==> config.mk <==
export PLATFORM = sky130hd
export DESIGN_NAME = mult_arbiter
export DESIGN_NICKNAME = d
export VERILOG_FILES = /design/src/rtl/mult_arbiter.sv
export SDC_FILE = /design/constraint.sdc
export NUM_CORES = 1
export LEC_CHECK = 0
export ABC_AREA = 1
export CAP_MARGIN = 20
export CORE_MARGIN = 2
export CORE_UTILIZATION = 36
export DETAILED_ROUTE_END_ITERATION = 12
export PLACE_DENSITY = 0.77
export RECOVER_POWER = 50
export SYNTH_ARGS = -nofsm -noshare
export SYNTH_HDL_FRONTEND = slang
export SYNTH_SLANG_ARGS = --single-unit
==> constraint.sdc <==
create_clock -name clk_i -period 1.1 [get_ports clk_i]
set_input_delay 0.165 -clock clk_i [delete_from_list [all_inputs] [get_ports clk_i]]
set_output_delay 0.165 -clock clk_i [all_outputs]
set_load 0.005 [all_outputs]
==> src/rtl/mult_arbiter.sv <==
// Round-robin arbiter sharing one sequential 16x8 multiplier between NUM_REQ requesters.
// Define MULT_ARB_TIMEOUT_EN to add a watchdog that aborts a job stuck for TIMEOUT_CYCLES.
module mult_arbiter #(
  parameter int unsigned NUM_REQ        = 2,
  parameter int unsigned PTR_W          = 1,
  parameter int unsigned TIMEOUT_CYCLES = 64
) (
  input  logic                  clk_i,
  input  logic                  rst_ni,
  input  logic [NUM_REQ-1:0]    req_i,
  input  logic [16*NUM_REQ-1:0] req_a_bi,
  input  logic [8*NUM_REQ-1:0]  req_b_bi,
  output logic [NUM_REQ-1:0]    done_o,
  output logic [23:0]           result_bo,
  output logic                  err_o,
  output logic                  busy_o,
  output logic                  mult_start_o,
  output logic [15:0]           mult_a_bo,
  output logic [7:0]            mult_b_bo,
  input  logic                  mult_busy_i,
  input  logic [23:0]           mult_y_bi
);

  typedef enum logic [1:0] {StIdle, StIssue, StWait, StDone} state_e;

  state_e             r_state, w_state_nxt;
  logic [PTR_W-1:0]   r_ptr, r_gnt, w_gnt_idx;
  logic               w_gnt_vld;
  logic [PTR_W+1:0]   w_cand;
  logic [15:0]        w_a [NUM_REQ];
  logic [7:0]         w_b [NUM_REQ];
  logic [NUM_REQ-1:0] w_gnt_oh;
  logic               w_abort;

  logic [NUM_REQ-1:0] r_done;
  logic [23:0]        r_result;
  logic               r_start;
  logic [15:0]        r_a;
  logic [7:0]         r_b;

  if (PTR_W != $clog2(NUM_REQ) || NUM_REQ < 2 || NUM_REQ > 4 || TIMEOUT_CYCLES < 2)
  begin : g_bad_cfg
    $error("mult_arbiter: inconsistent parameters");
  end

  for (genvar k = 0; k < NUM_REQ; k++) begin : g_slice
    assign w_a[k] = req_a_bi[16*k +: 16];
    assign w_b[k] = req_b_bi[8*k +: 8];
  end

  always_comb begin
    w_gnt_vld = 1'b0;
    w_gnt_idx = '0;
    w_cand    = '0;
    // Scan farthest-first so the candidate nearest pointer+1 is the last to win.
    for (int i = NUM_REQ; i >= 1; i--) begin
      w_cand = {2'b00, r_ptr} + (PTR_W+2)'(i);
      if (w_cand >= (PTR_W+2)'(NUM_REQ)) begin
        w_cand = w_cand - (PTR_W+2)'(NUM_REQ);
      end
      if (req_i[w_cand[PTR_W-1:0]]) begin
        w_gnt_vld = 1'b1;
        w_gnt_idx = w_cand[PTR_W-1:0];
      end
    end
  end

  assign w_gnt_oh = NUM_REQ'(1) << r_gnt;

  always_comb begin
    w_state_nxt = r_state;
    unique case (r_state)
      StIdle:  if (w_gnt_vld)   w_state_nxt = StIssue;
      StIssue: if (mult_busy_i) w_state_nxt = StWait;
      StWait:  if (!mult_busy_i) w_state_nxt = StDone;
      StDone:  w_state_nxt = StIdle;
      default: w_state_nxt = StIdle;
    endcase
    if (w_abort) w_state_nxt = StIdle;
  end

  always_ff @(posedge clk_i or negedge rst_ni) begin
    if (!rst_ni) r_state <= StIdle;
    else         r_state <= w_state_nxt;
  end

  always_ff @(posedge clk_i or negedge rst_ni) begin
    if (!rst_ni) begin
      r_ptr    <= '0;
      r_gnt    <= '0;
      r_done   <= '0;
      r_result <= '0;
      r_start  <= 1'b0;
      r_a      <= '0;
      r_b      <= '0;
    end else begin
      r_done <= '0;
      if (r_state == StIdle && w_gnt_vld) begin
        r_gnt   <= w_gnt_idx;
        r_a     <= w_a[w_gnt_idx];
        r_b     <= w_b[w_gnt_idx];
        r_start <= 1'b1;
      end
      if (r_state == StIssue && mult_busy_i) r_start <= 1'b0;
      if (r_state == StDone) begin
        r_result <= mult_y_bi;
        r_done   <= w_gnt_oh;
        r_ptr    <= r_gnt;
      end
      if (w_abort) begin
        r_start  <= 1'b0;
        r_result <= '0;
        r_done   <= w_gnt_oh;
        r_ptr    <= r_gnt;
      end
    end
  end

`ifdef MULT_ARB_TIMEOUT_EN
  localparam int unsigned CntW = $clog2(TIMEOUT_CYCLES + 1);

  logic [CntW-1:0] r_cnt;
  logic            r_err;

  // Counter sits at zero in IDLE, so it is cleared on entry to ISSUE.
  assign w_abort = (r_state == StIssue || r_state == StWait) &&
                   (r_cnt == CntW'(TIMEOUT_CYCLES - 1));

  always_ff @(posedge clk_i or negedge rst_ni) begin
    if (!rst_ni) begin
      r_cnt <= '0;
      r_err <= 1'b0;
    end else begin
      r_err <= w_abort;
      if (r_state == StIdle || w_abort) r_cnt <= '0;
      else                              r_cnt <= r_cnt + CntW'(1);
    end
  end

  assign err_o = r_err;
`else
  assign w_abort = 1'b0;
  assign err_o   = 1'b0;
`endif

  assign done_o       = r_done;
  assign result_bo    = r_result;
  assign busy_o       = (r_state != StIdle);
  assign mult_start_o = r_start;
  assign mult_a_bo    = r_a;
  assign mult_b_bo    = r_b;

endmodule

==> results of run 1 <==
==> worst max-delay path, delay by kind of cell, from the launching register on <==
kind	cells	cell delay, ps
DFF	1	410
adders and majority gates	1	140
buffers and inverters	3	390
and+or+nand+nor	3	230
==> where the power goes <==
group / total, mW / switching, mW / internal, mW
clock network: 1.13 / 0.678 / 0.457
logic: 6.12 / 2.92 / 3.20
registers: 3.59 / 0.594 / 3.00
total: 10.8 / 4.19 / 6.65
==> routing by layer <==
metal / vias up / wire [µm] / global-route usage [%]
met1: 1221 / 3100 / 20.4
met4: 0 / 115 / 6.15
met5: - / 0 / 0
met2: 91 / 3780 / 29.9
li1: 1316 / - / -
met3: 14 / 558 / 5.84
==> area by class of cell <==
class | instances | area (µm²)
clock buffers | 5 | 68.8
clock inverters | 3 | 25.0
fillers | 578 | 2350
inverters | 10 | 55.1
multi-input cells | 244 | 1210
flip-flops and latches | 55 | 1380
well taps | 96 | 120
repair buffers | 172 | 1570
repair inverters | 1 | 8.76
==> how the worst max path moves through the flow <==
| stage | startpoint | endpoint | depth (start not counted) |
|---|---|---|---|
| 5_1_grt | r_state[0]$_DFFE_PN0P_ | mult_b_bo[0]$_DFFE_PN0P_ | 7 |
| 3_5_place_dp | req_i[0] | mult_a_bo[13]$_DFFE_PN0P_ | 7 |
| 4_1_cts | r_state[0]$_DFFE_PN0P_ | r_state[0]$_DFFE_PN0P_ | 7 |
| 3_3_place_gp | req_i[0] | mult_a_bo[2]$_DFFE_PN0P_ | 7 |
| 6_report | r_state[0]$_DFFE_PN0P_ | mult_b_bo[0]$_DFFE_PN0P_ | 7 |
| 2_1_floorplan | r_state[1]$_DFFE_PN0P_ | mult_a_bo[0]$_DFFE_PN0P_ | 7 |
==> flip-flops by register name (all words and copies together) (netlist names) <==
signal and cells:
r_state 2, result_bo 24, r_ptr 1, mult_b_bo 8
mult_a_bo 16, r_gnt 1, done_o 2, mult_start_o 1
==> Yosys cell counts (all sizes together) <==
master  number  area, µm²
ha           4       50.1
o21a         1       7.51
nand4        1       6.26
conb         1       3.75
buf         17        104
nand3       27        140
nor2         1       3.75
inv         10       37.5
a21boi       1       7.51
o21ai        2       10.0
nand2      205        782
or2          1       6.26
dfrtp       55       1380
==> kinds of logic (layout without fill, tap and decap cells) <==
logic type / after synthesis / after routing
other: 1 / 1
AOI/OAI and AO/OA: 4 / 4
adders and majority gates: 4 / 4
and+or+nand+nor: 235 / 235
buffers and inverters: 27 / 191
DFF: 55 / 55
==> stage by stage <==
stage	power (mW)	utilization [%]
3_5_place_dp	8.65	59.6
4_1_cts	9.62	62.2
5_1_grt	11.7	65.4
3_3_place_gp	8.51	59.6
2_1_floorplan	5.76	-
6_report	10.8	65.4
==> timing repair <==
| item | in CTS | in global routing |
|---|---|---|
| buffers inserted | 6 | 12 |
| endpoints found under the setup margin | 106 | 101 |
| endpoints found under the hold margin | 10 | 0 |
| hold buffers | 1 | 0 |
| resized for setup | 118 | 102 |
| cloned | 0 | 8 |
| pin swaps | 3 | 15 |
==> flow_summary.toml, run 1 <==
[run_status]
status = "finished with violations"
violations = "setup timing"

[sta]
period_share_pct = 115
postLayoutSetupSlackWorst_ps = -165
finalClockSkew_ps = 10.1
slew_violations = 0
max_freq_ghz = 0.791
rsz0062_at_grt = "true"
slew_headroom_pct = 45.0
holdWs_ps = 380
worst_pin_slew_ps = 826
setup_tns_ps = -4950
hold_viol = 0
final-setup-viol-count = 55
fin_crit_ps = 1260

[routing]
ant_nets = 0
wl_per_cell_um = 12.9
wl_mm = 7.55
drt_iter0_markers = 80
routed-via-count = 2642
drt_pre_antenna_iters = 4
vias_per_cell = 4.51
drc_errors = 0

[synth]
synth_compound_area_share_pct = 0.987
synth_top_family_by_area = "simple AND/OR/NAND/NOR gates"
ys_warn_count = 0
syn_nets = 407
muxShareOfSynthArea_pct = 0
yosys.area_share.simple_pct = 37.0
netlist_area_mm2 = 0.00253
syn_avg_cell_area_um2 = 7.78
synth_xor_area_share_pct = 0
ys_seq_area_share_pct = 54.3
syn_inst = 326
synth-seq-cells = 55
synthAdderAreaFrac_pct = 1.97
yosysUniqueCellTypes = 20

[final_layout]
layout_commonest_cell = "nand2_1"
num_antenna_cells = 0
final_cell_mix = "169 x nand2_1, 75 x clkdlybuf4s50_1, 55 x dfrtp_1"
stdcell_count = 586
nNetsFinal = 570
area_growth_pct = 75.2
final_area_mm2 = 0.00444
drive_above_1_share_pct = 30.2

[global_route]
grt_overflow = 0
grtUsageTotal_pct = 17.4
grt_max_degree = 27
grt_pass1_vias = 2421
antenna_found_initial = 0
grt_pass1_wl_mm = 10.5

[setup_path]
crit_chain = "inv_2 -> ha_4 -> buf_6 -> nand2_8 -> clkbuf_16 -> nand2_1 -> nand2_1"
slowest_delay_ps = 410
reg2reg_to = "mult_b_bo[0]$_DFFE_PN0P_"
arrival_ps = 1470
reg2reg_depth = 7
path_common_cell = "nand2_1"
cp_slowest_cell = "dfrtp_1"
cp-start-kind = "flip-flop"
critical_path_class = "flip-flop to flip-flop"
r2r-start = "r_state[0]$_DFFE_PN0P_"
endpoint_kind = "flip-flop"
reg2reg_slack_ps = -160
worst-endpoint-required_ps = 1310
crit_fanout = 10

[die]
core_area_mm2 = 0.00679
initial_core_util_pct = 37.3
ios = 130
chipWidth_um = 87.9
num_rows = 30
dieArea_mm2 = 0.00773
die-height_um = 87.9

[clock_tree]
clock_sinks = 55
clock_latency_ps = 310
htree_levels = 2
clk_path_buf_depth = 2
clk_pin_slew_worst_paths_ps = 100
cts_made_buffers = 5
cts_tree = "built"
clockRootBuffer = "clkbuf_8"

[placement]
dp_cells = 551
gp_congestion = 0.840
place_area_mm2 = 0.00405
place_ws_ps = -356
dpl.hpwl_mm = 5.02
port_buffers = 128

[worst_hold_path]
holdPathStages = 3
hp-start = "mult_y_bi[3]"
hold_class = "primary input to flip-flop"
holdPathEnd = "result_bo[3]$_DFFE_PN0N_"

[power]
power.density_mw_per_mm2 = 2440
leakage_nw = 2.34
peakVddDrop_mv = 0.965

[job]
maxCapViolCount = 0
No activity file was read; power rests on OpenSTA's default activity.
==> run 2: changes to the inputs <==
Settings changed: PLACE_DENSITY 0.77 to 0.8, SLEW_MARGIN set to 25.
==> run 2 against run 1 <==
  * The flow still finishes with violations (setup timing)
  * Power increased by 1.3%
  * Clock-buffer cell count unchanged
  * Non-clock buffer count is 4 higher
  * Critical path type unchanged
  * Final cell count increased by 0.51%
  * Sequential power about the same
  * Critical endpoint is now r_state[1]$_DFFE_PN0P_
  * Setup slack worse by 7.8 ps
  * Die area unchanged
==> flow_summary.toml, run 2 (synthesis gave the netlist of run 1 again) <==
[sta]
hold_viol = 0
slew_headroom_pct = 63.2
period_share_pct = 116
setup_tns_ps = -6420
postLayoutSetupSlackWorst_ps = -173
finalClockSkew_ps = 6.48
slew_violations = 0
holdWs_ps = 397
max_freq_ghz = 0.786
final-setup-viol-count = 55
rsz0062_at_grt = "true"
worst_pin_slew_ps = 551
fin_crit_ps = 1270

[clock_tree]
clockRootBuffer = "clkbuf_8"
htree_levels = 2
clk_path_buf_depth = 2
clock_sinks = 55
cts_tree = "built"
cts_made_buffers = 5
clk_pin_slew_worst_paths_ps = 100
clock_latency_ps = 300

[power]
sw_frac_of_total_pct = 38.1
p_sw_mw = 4.18
pwr-share-comb_pct = 57.2
power.density_mw_per_mm2 = 2460
pwr-share-seq_pct = 32.6
clkPwrFrac_pct = 10.2
p_int_mw = 6.80
leakage_nw = 2.35
peakVddDrop_mv = 1.09

[worst_hold_path]
hold_class = "primary input to flip-flop"

[routing]
drt_iter0_markers = 89
vias_per_cell = 4.53
drc_errors = 0
routed-via-count = 2669
drt_pre_antenna_iters = 4
wl_mm = 7.77
wl_per_cell_um = 13.2
ant_nets = 0

[global_route]
grtUsageTotal_pct = 18.9
grt_pass1_wl_mm = 11.5
antenna_found_initial = 0
grt_max_degree = 33
grt_overflow = 0
grt_pass1_vias = 2527

[placement]
dpl.hpwl_mm = 5.28
gp_congestion = 0.840
port_buffers = 128

[run_status]
violations = "setup timing"
status = "finished with violations"

[setup_path]
endpoint_kind = "flip-flop"
critical_path_class = "flip-flop to flip-flop"
worst-endpoint-required_ps = 1300
crit_fanout = 3
arrival_ps = 1470
cp-start-kind = "flip-flop"

[final_layout]
area_growth_pct = 75.8
layout_commonest_cell = "nand2_1"
seqCellArea_mm2 = 0.00138
multiInputGateArea_mm2 = 0.00120
num_antenna_cells = 0
nNetsFinal = 573
fill_cells = 572
drive_above_1_share_pct = 29.4
final_cell_mix = "169 x nand2_1, 75 x clkdlybuf4s50_1, 54 x dfrtp_1"
largest_reg_flops = 24

[die]
num_rows = 30
chipWidth_um = 87.9
initial_core_util_pct = 37.3
ios = 130
dieArea_mm2 = 0.00773
core_area_mm2 = 0.00679
die-height_um = 87.9

[job]
maxCapViolCount = 0
-- run 2: power groups by stage --
stage | sequential (mW) | clock (mW) | combinational (mW)
after detailed placement | 3.54 | 0 | 5.12
after global placement | 3.51 | 0 | 4.96
after floorplan | 3.59 | 0 | 2.16
final | 3.58 | 1.12 | 6.28
after CTS | 3.51 | 1.16 | 5.48
after global routing | 3.67 | 1.24 | 6.89
-- run 2: what timing repair did --
| item | 4_1_cts | 5_1_grt |
|---|---|---|
| endpoints found under the setup margin | 107 | 94 |
| gates resized for setup | 129 | 89 |
| endpoints found under the hold margin | 55 | 0 |
| buffers inserted | 10 | 17 |
| hold buffers | 1 | 0 |
| cloned | 2 | 1 |
| pin swaps | 4 | 25 |
-- run 2: worst max-delay path, stage by stage, from the launching register on --
cell and delay (ps):
dfrtp_1 400, buf_4 160, ha_4 160, nand2_2 60
o21a_1 180, nand2_1 80, nand2_1 60, nand2_1 50
-- run 2: final timing paths --
check / startpoint / end / slack (ps) / cells past startpoint
max in group asynchronous: rst_ni / result_bo[2]$_DFFE_PN0N_ / 250 / 3
hold / removal: mult_y_bi[6] / result_bo[6]$_DFFE_PN0N_ / 400 / 3
setup reg to reg: r_state[1]$_DFFE_PN0P_ / r_state[1]$_DFFE_PN0P_ / -170 / 7
hold reg to reg: result_bo[11]$_DFFE_PN0N_ / result_bo[11]$_DFFE_PN0N_ / 480 / 2
min in group asynchronous: rst_ni / mult_a_bo[2]$_DFFE_PN0P_ / 470 / 3
setup / recovery: r_state[1]$_DFFE_PN0P_ / r_state[1]$_DFFE_PN0P_ / -170 / 7
-- run 2: metrics by stage --
stage	cells	setup slack (ps)	power (mW)	util, %	area (µm²)
6_report	589	-173	11.0	65.6	4460
5_1_grt	589	-250	11.8	65.6	4460
4_1_cts	571	-151	10.2	63.7	4330
3_5_place_dp	551	-320	8.66	59.1	4010
3_3_place_gp	551	-265	8.47	59.1	4010
2_1_floorplan	326	-25.5	5.76	-	2570
-- run 2: final cells by class --
| type | instances | area share, % |
|---|---|---|
| Clock buffer | 5 | 1.54 |
| Clock inverter | 3 | 0.505 |
| Inverter | 10 | 1.24 |
| Multi-Input combinational cell | 244 | 27.0 |
| Sequential cell | 55 | 30.9 |
| Tap cell | 96 | 2.70 |
| Timing Repair Buffer | 176 | 36.1 |
-- run 2: metal layers --
layer | vias to the layer above | track usage, % | routed length (µm)
met1 | 1221 | 22.1 | 3120
met5 | - | 0 | 0
li1 | 1328 | - | -
met4 | 0 | 6.43 | 224
met2 | 101 | 34.4 | 3900
met3 | 19 | 3.86 | 522
